--- src/rtl/rapcore_pkg.sv ---
// Shared types for the move scheduler: sequencer states, move record, default widths.
package rapcore_pkg;

  localparam int CNT_W_DEF = 16;
  localparam int INT_W_DEF = 16;

  typedef enum logic [1:0] {
    IDLE = 2'd0,
    RUN  = 2'd1,
    DONE = 2'd2
  } state_t;

  typedef struct packed {
    logic                 dir;
    logic [CNT_W_DEF-1:0] steps;
    logic [INT_W_DEF-1:0] interval;
  } move_t;

endpackage

--- src/rtl/move_fifo.sv ---
// Two-entry move buffer: push is valid/ready, pop is a strobe, head is always visible.
// Ready drops when full, during flush and while in reset; flush empties it at the next edge.
module move_fifo #(
  parameter int W = 33
) (
  input  logic         clk_i,
  input  logic         resetn_i,
  input  logic         flush_i,
  input  logic         push_valid_i,
  output logic         push_ready_o,
  input  logic [W-1:0] push_data_i,
  input  logic         pop_i,
  output logic [W-1:0] head_o,
  output logic [1:0]   count_o
);

  logic [W-1:0] e0_q, e1_q;
  logic [1:0]   count_q;
  logic         push, pop, wr_hi;

  assign push_ready_o = (count_q != 2'd2) && !flush_i && resetn_i;
  assign push         = push_valid_i && push_ready_o;
  assign pop          = pop_i && (count_q != 2'd0);
  // New entry lands behind the head unless a simultaneous pop makes it the head
  assign wr_hi        = (count_q == 2'd1) && !pop;

  always_ff @(posedge clk_i) begin
    if (!resetn_i) begin
      count_q <= 2'd0;
      e0_q    <= '0;
      e1_q    <= '0;
    end else begin
      if (flush_i)
        count_q <= 2'd0;
      else if (push && !pop)
        count_q <= count_q + 2'd1;
      else if (pop && !push)
        count_q <= count_q - 2'd1;

      if (pop)
        e0_q <= e1_q;
      if (push) begin
        if (wr_hi)
          e1_q <= push_data_i;
        else
          e0_q <= push_data_i;
      end
    end
  end

  assign head_o  = e0_q;
  assign count_o = count_q;

endmodule

--- src/rtl/move_scheduler.sv ---
// Sequences buffered moves into step pulses spaced by the move interval; first step is
// interval cycles after the load edge. enable freezes timing, halt aborts and flushes.
module move_scheduler
  import rapcore_pkg::*;
#(
  parameter int CNT_W = CNT_W_DEF,
  parameter int INT_W = INT_W_DEF
) (
  input  logic             CLK,
  input  logic             resetn,
  input  logic             enable,
  input  logic             halt,
  input  logic             mv_valid,
  output logic             mv_ready,
  input  logic             mv_dir,
  input  logic [CNT_W-1:0] mv_steps,
  input  logic [INT_W-1:0] mv_interval,
  output logic             step,
  output logic             dir,
  output logic             move_done,
  output logic             buffer_dtr,
  output logic             busy,
  output logic [CNT_W-1:0] steps_remaining
);

  localparam int MV_W = 1 + CNT_W + INT_W;

  state_t           state_q, state_d;
  logic [INT_W-1:0] cnt_q, cnt_d, ival_q, ival_d;
  logic [CNT_W-1:0] steps_q, steps_d;
  logic             dir_q, dir_d, step_q, step_d, done_q, done_d;

  logic             pop, load_req;
  logic [MV_W-1:0]  head;
  logic [1:0]       entries;
  logic             head_dir;
  logic [CNT_W-1:0] head_steps;
  logic [INT_W-1:0] head_int;

  assign {head_dir, head_steps, head_int} = head;

  move_fifo #(.W(MV_W)) u_fifo (
    .clk_i        (CLK),
    .resetn_i     (resetn),
    .flush_i      (halt),
    .push_valid_i (mv_valid),
    .push_ready_o (mv_ready),
    .push_data_i  ({mv_dir, mv_steps, mv_interval}),
    .pop_i        (pop),
    .head_o       (head),
    .count_o      (entries)
  );

  always_comb begin
    state_d  = state_q;
    cnt_d    = cnt_q;
    ival_d   = ival_q;
    steps_d  = steps_q;
    dir_d    = dir_q;
    step_d   = 1'b0;
    done_d   = 1'b0;
    pop      = 1'b0;
    load_req = 1'b0;

    case (state_q)
      IDLE: load_req = enable && (entries != 2'd0);
      RUN: begin
        if (enable) begin
          if (cnt_q == ival_q - INT_W'(1)) begin
            step_d  = 1'b1;
            cnt_d   = '0;
            steps_d = steps_q - CNT_W'(1);
            if (steps_q == CNT_W'(1))
              state_d = DONE;
          end else begin
            cnt_d = cnt_q + INT_W'(1);
          end
        end
      end
      DONE: begin
        // move_done trails the DONE cycle by one edge, i.e. the cycle after the last step
        done_d   = 1'b1;
        state_d  = IDLE;
        load_req = enable && (entries != 2'd0);
      end
      default: state_d = IDLE;
    endcase

    if (load_req) begin
      pop     = 1'b1;
      dir_d   = head_dir;
      steps_d = head_steps;
      ival_d  = (head_int == '0) ? INT_W'(1) : head_int;
      cnt_d   = '0;
      state_d = (head_steps == '0) ? DONE : RUN;
    end

    // Abort wins over everything but reset; dir is deliberately left untouched
    if (halt) begin
      state_d = IDLE;
      steps_d = '0;
      cnt_d   = '0;
      step_d  = 1'b0;
      done_d  = 1'b0;
      pop     = 1'b0;
    end
  end

  always_ff @(posedge CLK) begin
    if (!resetn) begin
      state_q <= IDLE;
      cnt_q   <= '0;
      ival_q  <= '0;
      steps_q <= '0;
      dir_q   <= 1'b0;
      step_q  <= 1'b0;
      done_q  <= 1'b0;
    end else begin
      state_q <= state_d;
      cnt_q   <= cnt_d;
      ival_q  <= ival_d;
      steps_q <= steps_d;
      dir_q   <= dir_d;
      step_q  <= step_d;
      done_q  <= done_d;
    end
  end

  assign step            = step_q;
  assign dir             = dir_q;
  assign move_done       = done_q;
  assign steps_remaining = steps_q;
  assign busy            = (state_q != IDLE);
  assign buffer_dtr      = mv_ready;

endmodule
--- config.mk ---
export PLATFORM = sky130hd
export DESIGN_NAME = move_scheduler
export DESIGN_NICKNAME = d
export VERILOG_FILES = /design/src/rtl/rapcore_pkg.sv /design/src/rtl/move_fifo.sv /design/src/rtl/move_scheduler.sv
export SDC_FILE = /design/constraint.sdc
export NUM_CORES = 1
export LEC_CHECK = 0
export ABC_AREA = 1
export CAP_MARGIN = 15
export CORE_MARGIN = 1.5
export CORE_UTILIZATION = 30
export CTS_BUF_LIST = sky130_fd_sc_hd__clkbuf_16
export DETAILED_ROUTE_END_ITERATION = 10
export PLACE_DENSITY_LB_ADDON = 0.2
export SETUP_SLACK_MARGIN = 0.2
export SLEW_MARGIN = 30
export SYNTH_ARGS = -nofsm -noshare
export SYNTH_HDL_FRONTEND = slang
export SYNTH_SLANG_ARGS = --single-unit
--- constraint.sdc ---
create_clock -name CLK -period 2.7 [get_ports CLK]
set_clock_uncertainty 0.05 [all_clocks]
set_input_delay 0.54 -clock CLK [delete_from_list [all_inputs] [get_ports CLK]]
set_output_delay 0.54 -clock CLK [all_outputs]
set_load 0.005 [all_outputs]
==> results.toml, run 1 <==
[worst_setup_path]
path_max_fanout = 2
start_kind = "primary input"
end_kind = "primary output"
required_ns = 2.11
crit_arrival_ns = 1.77
worstSetupPathType = "in -> out"

[placed_design]
gp_congestion = 0.779
dp_cells = 1161
portBuffers = 59
dp_hpwl_mm = 11.5
placedInstanceArea_mm2 = 0.00693

[detailed_routing]
ant_nets = 0
drc_errors = 0
wl_per_cell_um = 13.7
first_pass_iters = 5
vias = 5538
drt_wl_total_mm = 16.4
via_per_inst = 4.63
first_iter_violations = 435

[clock_tree]
cts.path.max_buffers = 2
htreeDepth = 4
root_buffer = "clkbuf_16"
clk_latency_ns = 0.41
cts_buffers = 17
cts_tree = "built"
clk_pin_slew_worst_paths_ns = 0.05
clock_sinks = 121

[timing]
hold_viol = 0
max_slew_margin = 0.603
max_freq_ghz = 0.424
period_minus_slack_ns = 2.36
setup_viol = 0
drv_slew = 0
min_period_over_period = 0.875
rsz0062_at_grt = "false"
final.setup.tns_ns = 0
tightestPinTransition_ns = 0.596

[floorplanning]
pin_count = 60
die_h_um = 144
rows = 51
dieWidth_um = 144
coreArea_mm2 = 0.0195
start_util = 0.306
die-area_mm2 = 0.0208

[hold_path]
hold_path.class = "reg -> reg"

[yosys]
synth_seq_area_share = 0.405
synth_area_leaders = "dfxtp_1, nand2_1, nor2_1"
synth_area_leader_cell = "dfxtp_1"
yosysUniqueCellTypes = 38
ys_warn_count = 0
synth_top_cell_area_share = 0.405
synth_nets = 901
synth_area_per_cell_um2 = 7.00
syn_inst = 855
ys_ff_latch = 121
synthesis.area_mm2 = 0.00598

[grt]
overflow = 0
first_global_vias = 5120
antenna_found_initial = 0
grt_pass1_wl_mm = 26.8
grt_max_degree = 54
grtUsageTotal = 0.166

[finish]
layout_common_cells = "nand2_1, dfxtp_1, nor2_1, nand3_1, clkdlybuf4s50_1"
nets = 964
stdcell_count = 1196
drive_above_1_share = 0.0988
fin_area_mm2 = 0.00759
final_core_util = 0.389
antennaDiodeCount = 0
area_growth_pct = 27.0
final_common_cell = "nand2_1"

[pwr]
p_per_area_mw_per_mm2 = 623
total_power_w = 0.00473
peakVddDrop_v = 0.000440
p_leak_nw = 2.91

[flow_run]
cap_violations = 0

[run_status]
status = "complete, no violations"
-- area by class of cell --
class                           count  area [µm²]
Sequential cell                   121        2420
Inverter                           59         221
Clock buffer                       17         425
Clock inverter                     15         185
Tap cell                          265         332
Multi-Input combinational cell    634        3190
Fill cell                        2115       11900
Timing Repair Buffer               85         817
-- cell families after synthesis --
logic type | synth area share
AO/OA/AOI/OAI | 0.133
AND/OR/NAND/NOR | 0.327
multiplexers | 0.00167
adder cells (fa/ha/maj) | 0.0167
flip-flops | 0.405
buffers and inverters | 0.0692
XOR/XNOR | 0.0483
-- critical path: stages --
cell and delay, ns:
dlygate4sd2_1 0.27, nor2_2 0.13, inv_1 0.09, nor2_4 0.11, buf_4 0.14, clkdlybuf4s50_1 0.49
-- path summary, 6_finish.rpt --
| path | startpoint | cells after the start | slack [ns] | to |
|---|---|---|---|---|
| min | u_fifo.e1_q[2] | 2 | 0.41 | u_fifo.e1_q[2] |
| max | halt | 6 | 0.34 | mv_ready |
| max reg2reg | ival_q[1] | 14 | 0.39 | steps_remaining[6] |
| min reg2reg | u_fifo.e1_q[2] | 2 | 0.41 | u_fifo.e1_q[2] |
-- timing repair --
item                                    CTS  global route
buffers inserted                          0             2
cloned                                    0             1
hold buffers                              0             0
resized for setup                         3            12
pin swaps                                 0             3
endpoints found under the setup margin    2            33
-- cell usage after synthesis, drive strengths merged --
cell type	n
a311oi	13
clkinv	1
nand4	4
xor2	22
a21oi	48
a221oi	1
o31ai	1
a211oi	6
dfxtp	121
o21ai	46
nand3	67
and3	1
nor3	8
nor4	10
ha	8
nand2	231
clkbuf	29
nor2	123
xnor2	11
and2	1
buf	13
inv	58
nor3b	4
a31oi	23
mux2i	1
nand3b	4
-- where the power goes --
part           switching (W)  internal, W  total, W
clock               0.000814      0.00153   0.00234
sequential         0.0000443      0.00183   0.00187
combinational       0.000300     0.000216  0.000517
total                0.00116      0.00357   0.00473
-- state kept, by name, summed over array words and instances (netlist names) --
signal,cells
u_fifo.e1_q,33
u_fifo.count_o,2
step,1
cnt_q,16
state_q,2
move_done,1
dir,1
steps_remaining,16
ival_q,16
u_fifo.head_o,33
-- per-layer routing --
layer,vias to the layer above,track usage,share of wire
li1,2948,-,-
met1,2481,0.237,0.51
met2,100,0.252,0.44
met3,9,0.0318,0.035
met4,0,0.0494,0.0084
met5,-,0,0
-- per-stage QoR --
stage	hold slack, ns	setup slack (ns)
after detailed placement	0.403	-0.0728
final	0.410	0.339
after floorplan	0.390	0.600
after global routing	0.427	0.189
after CTS	0.412	0.230
after global placement	0.398	-0.0351
Power figures use the tool's default switching activity.
==> inputs of run 2 (changes only) <==
- CORE_ASPECT_RATIO: default -> 1.5
==> results.toml, run 2 (synthesis gave the netlist of run 1 again) <==
[run_status]
status = "complete, no violations"

[finish]
area_growth_pct = 27.0
stdcell_count = 1198
antennaDiodeCount = 0
layout_common_cells = "nand2_1, dfxtp_1, nor2_1, nand3_1, clkdlybuf4s50_1"
drive_above_1_share = 0.109
nets = 973
final_common_cell = "nand2_1"

[worst_setup_path]
worstSetupPathDepth = 4
cp_cell_sequence = "inv_1 -> ha_1 -> nor2_2 -> clkdlybuf4s50_1"
critPathLaunch = "u_fifo.count_o[0]"
reg2reg_from = "ival_q[1]"
crit_slowest_cell = "clkdlybuf4s50_1"
ff2ff_path_depth = 14
max_stage_delay_ns = 0.53
endpoint = "mv_ready"
r2r-end = "steps_remaining[4]"
critPathBufInv = 2
start_kind = "flop"
required_ns = 2.11
end_kind = "primary output"
crit_family = "buffers and inverters"
r2r_setup_slack_ns = 0.41
crit_arrival_ns = 1.78
path_max_fanout = 3
worstSetupPathType = "reg -> out"

[grt]
grt_pass1_wl_mm = 27.5
grt_max_degree = 54
grtUsageTotal = 0.166
overflow = 0
antenna_found_initial = 0
first_global_vias = 5432

[detailed_routing]
drt_wl_total_mm = 16.9
via_per_inst = 4.75
drc_errors = 0
ant_nets = 0
first_pass_iters = 5
vias = 5687
first_iter_violations = 251
wl_per_cell_um = 14.1

[flow_run]
cap_violations = 0

[placed_design]
dp_cells = 1161
gp_congestion = 0.804
portBuffers = 59
dp_hpwl_mm = 11.8

[pwr]
swShare = 0.265
p_sw_w = 0.00119
intPower_w = 0.00329
peakVddDrop_v = 0.000316
clkPwrFrac = 0.464
p_leak_nw = 2.92
p_per_area_mw_per_mm2 = 589
seq_power_share = 0.418
pwr-share-comb = 0.118

[floorplanning]
die-area_mm2 = 0.0208
coreArea_mm2 = 0.0196
start_util = 0.305
die_h_um = 176
dieWidth_um = 118
pin_count = 60
rows = 63

[clock_tree]
cts_tree = "built"
clk_latency_ns = 0.41
cts.path.max_buffers = 2
clk_pin_slew_worst_paths_ns = 0.06
root_buffer = "clkbuf_16"
clock_sinks = 121
htreeDepth = 4
cts_buffers = 17

[timing]
max_freq_ghz = 0.422
hold_viol = 0
hold_ws_ns = 0.410
drv_slew = 0
tightestPinTransition_ns = 0.587
rsz0062_at_grt = "false"
max_slew_margin = 0.608
period_minus_slack_ns = 2.37
min_period_over_period = 0.877
setup_viol = 0

[hold_path]
hold_path.class = "reg -> reg"
run 2: changes by cell type in the layout (fill, tap and decap cells not counted), sizes merged:
cell,change
clkbuf,-1
buf,+8
nand2,+1
dlygate4sd2,+1
clkinvlp,+1
bufinv,-3
run 2: metal layers:
layer | track usage | wire (µm)
met4 | 0.0711 | 351
met3 | 0.0252 | 439
met1 | 0.197 | 7490
met5 | 0 | 0
met2 | 0.294 | 8570
run 2: repair_timing:
action,4_1_cts,5_1_grt
gates resized for setup,3,16
hold buffers,0,0
buffers inserted,2,3
gates cloned,0,2
pin swaps,1,7
setup endpoints to repair,29,31
run 2: metrics by stage:
stage	TNS (ns)	setup WS, ns	area (µm²)	util	power [W]
2_1_floorplan	0	0.600	5980	-	0.00224
3_3_place_gp	-0.0576	-0.0576	6950	0.354	0.00243
3_5_place_dp	-0.0400	-0.0400	6950	0.354	0.00243
4_1_cts	0	0.226	7500	0.382	0.00453
5_1_grt	0	0.209	7600	0.387	0.00470
6_report	0	0.333	7600	0.387	0.00448
run 2: worst register-to-register path: stages (launching register included):
cell and delay, ns:
dfxtp_2 0.31, inv_1 0.12, ha_4 0.18, nand2_2 0.09
nor2_4 0.21, nand2_1 0.08, nand2_1 0.06, nand2_1 0.05
nor2_1 0.17, nand3_1 0.15, nor2_4 0.16, nand3_4 0.21
buf_6 0.21, nand3_1 0.06, nand3_1 0.08
run 2: power by group through the flow:
stage	logic (W)	clock network [W]	registers, W
after global routing	0.000597	0.00223	0.00188
final	0.000526	0.00208	0.00187
after detailed placement	0.000520	0	0.00191
after CTS	0.000522	0.00214	0.00187
after floorplan	0.000341	0	0.00190
after global placement	0.000519	0	0.00191
run 2: area by class of cell:
| cell class | count | area [µm²] |
|---|---|---|
| Multi-Input combinational cell | 635 | 3220 |
| Timing Repair Buffer | 93 | 872 |
| Fill cell | 2093 | 12000 |
| Tap cell | 260 | 325 |
| Sequential cell | 121 | 2420 |
| Clock buffer | 17 | 425 |
| Clock inverter | 13 | 109 |
| Inverter | 59 | 221 |
run 2: worst min path at each step:
stage / from / endpoint / cells after the start
final: u_fifo.e1_q[11] / u_fifo.e1_q[11] / 2
after global routing: u_fifo.e1_q[2] / u_fifo.e1_q[2] / 2
after global placement: u_fifo.e1_q[15] / u_fifo.e1_q[15] / 2
after detailed placement: u_fifo.e1_q[21] / u_fifo.e1_q[21] / 2
after CTS: u_fifo.e1_q[2] / u_fifo.e1_q[2] / 2
after floorplan: u_fifo.e1_q[0] / u_fifo.e1_q[0] / 2
==> inputs of run 3 (changes only) <==
- SKIP_LAST_GASP: default -> 1
==> results of run 3 <==
The final DEF is identical to that of run 2; final timing and power are the same.
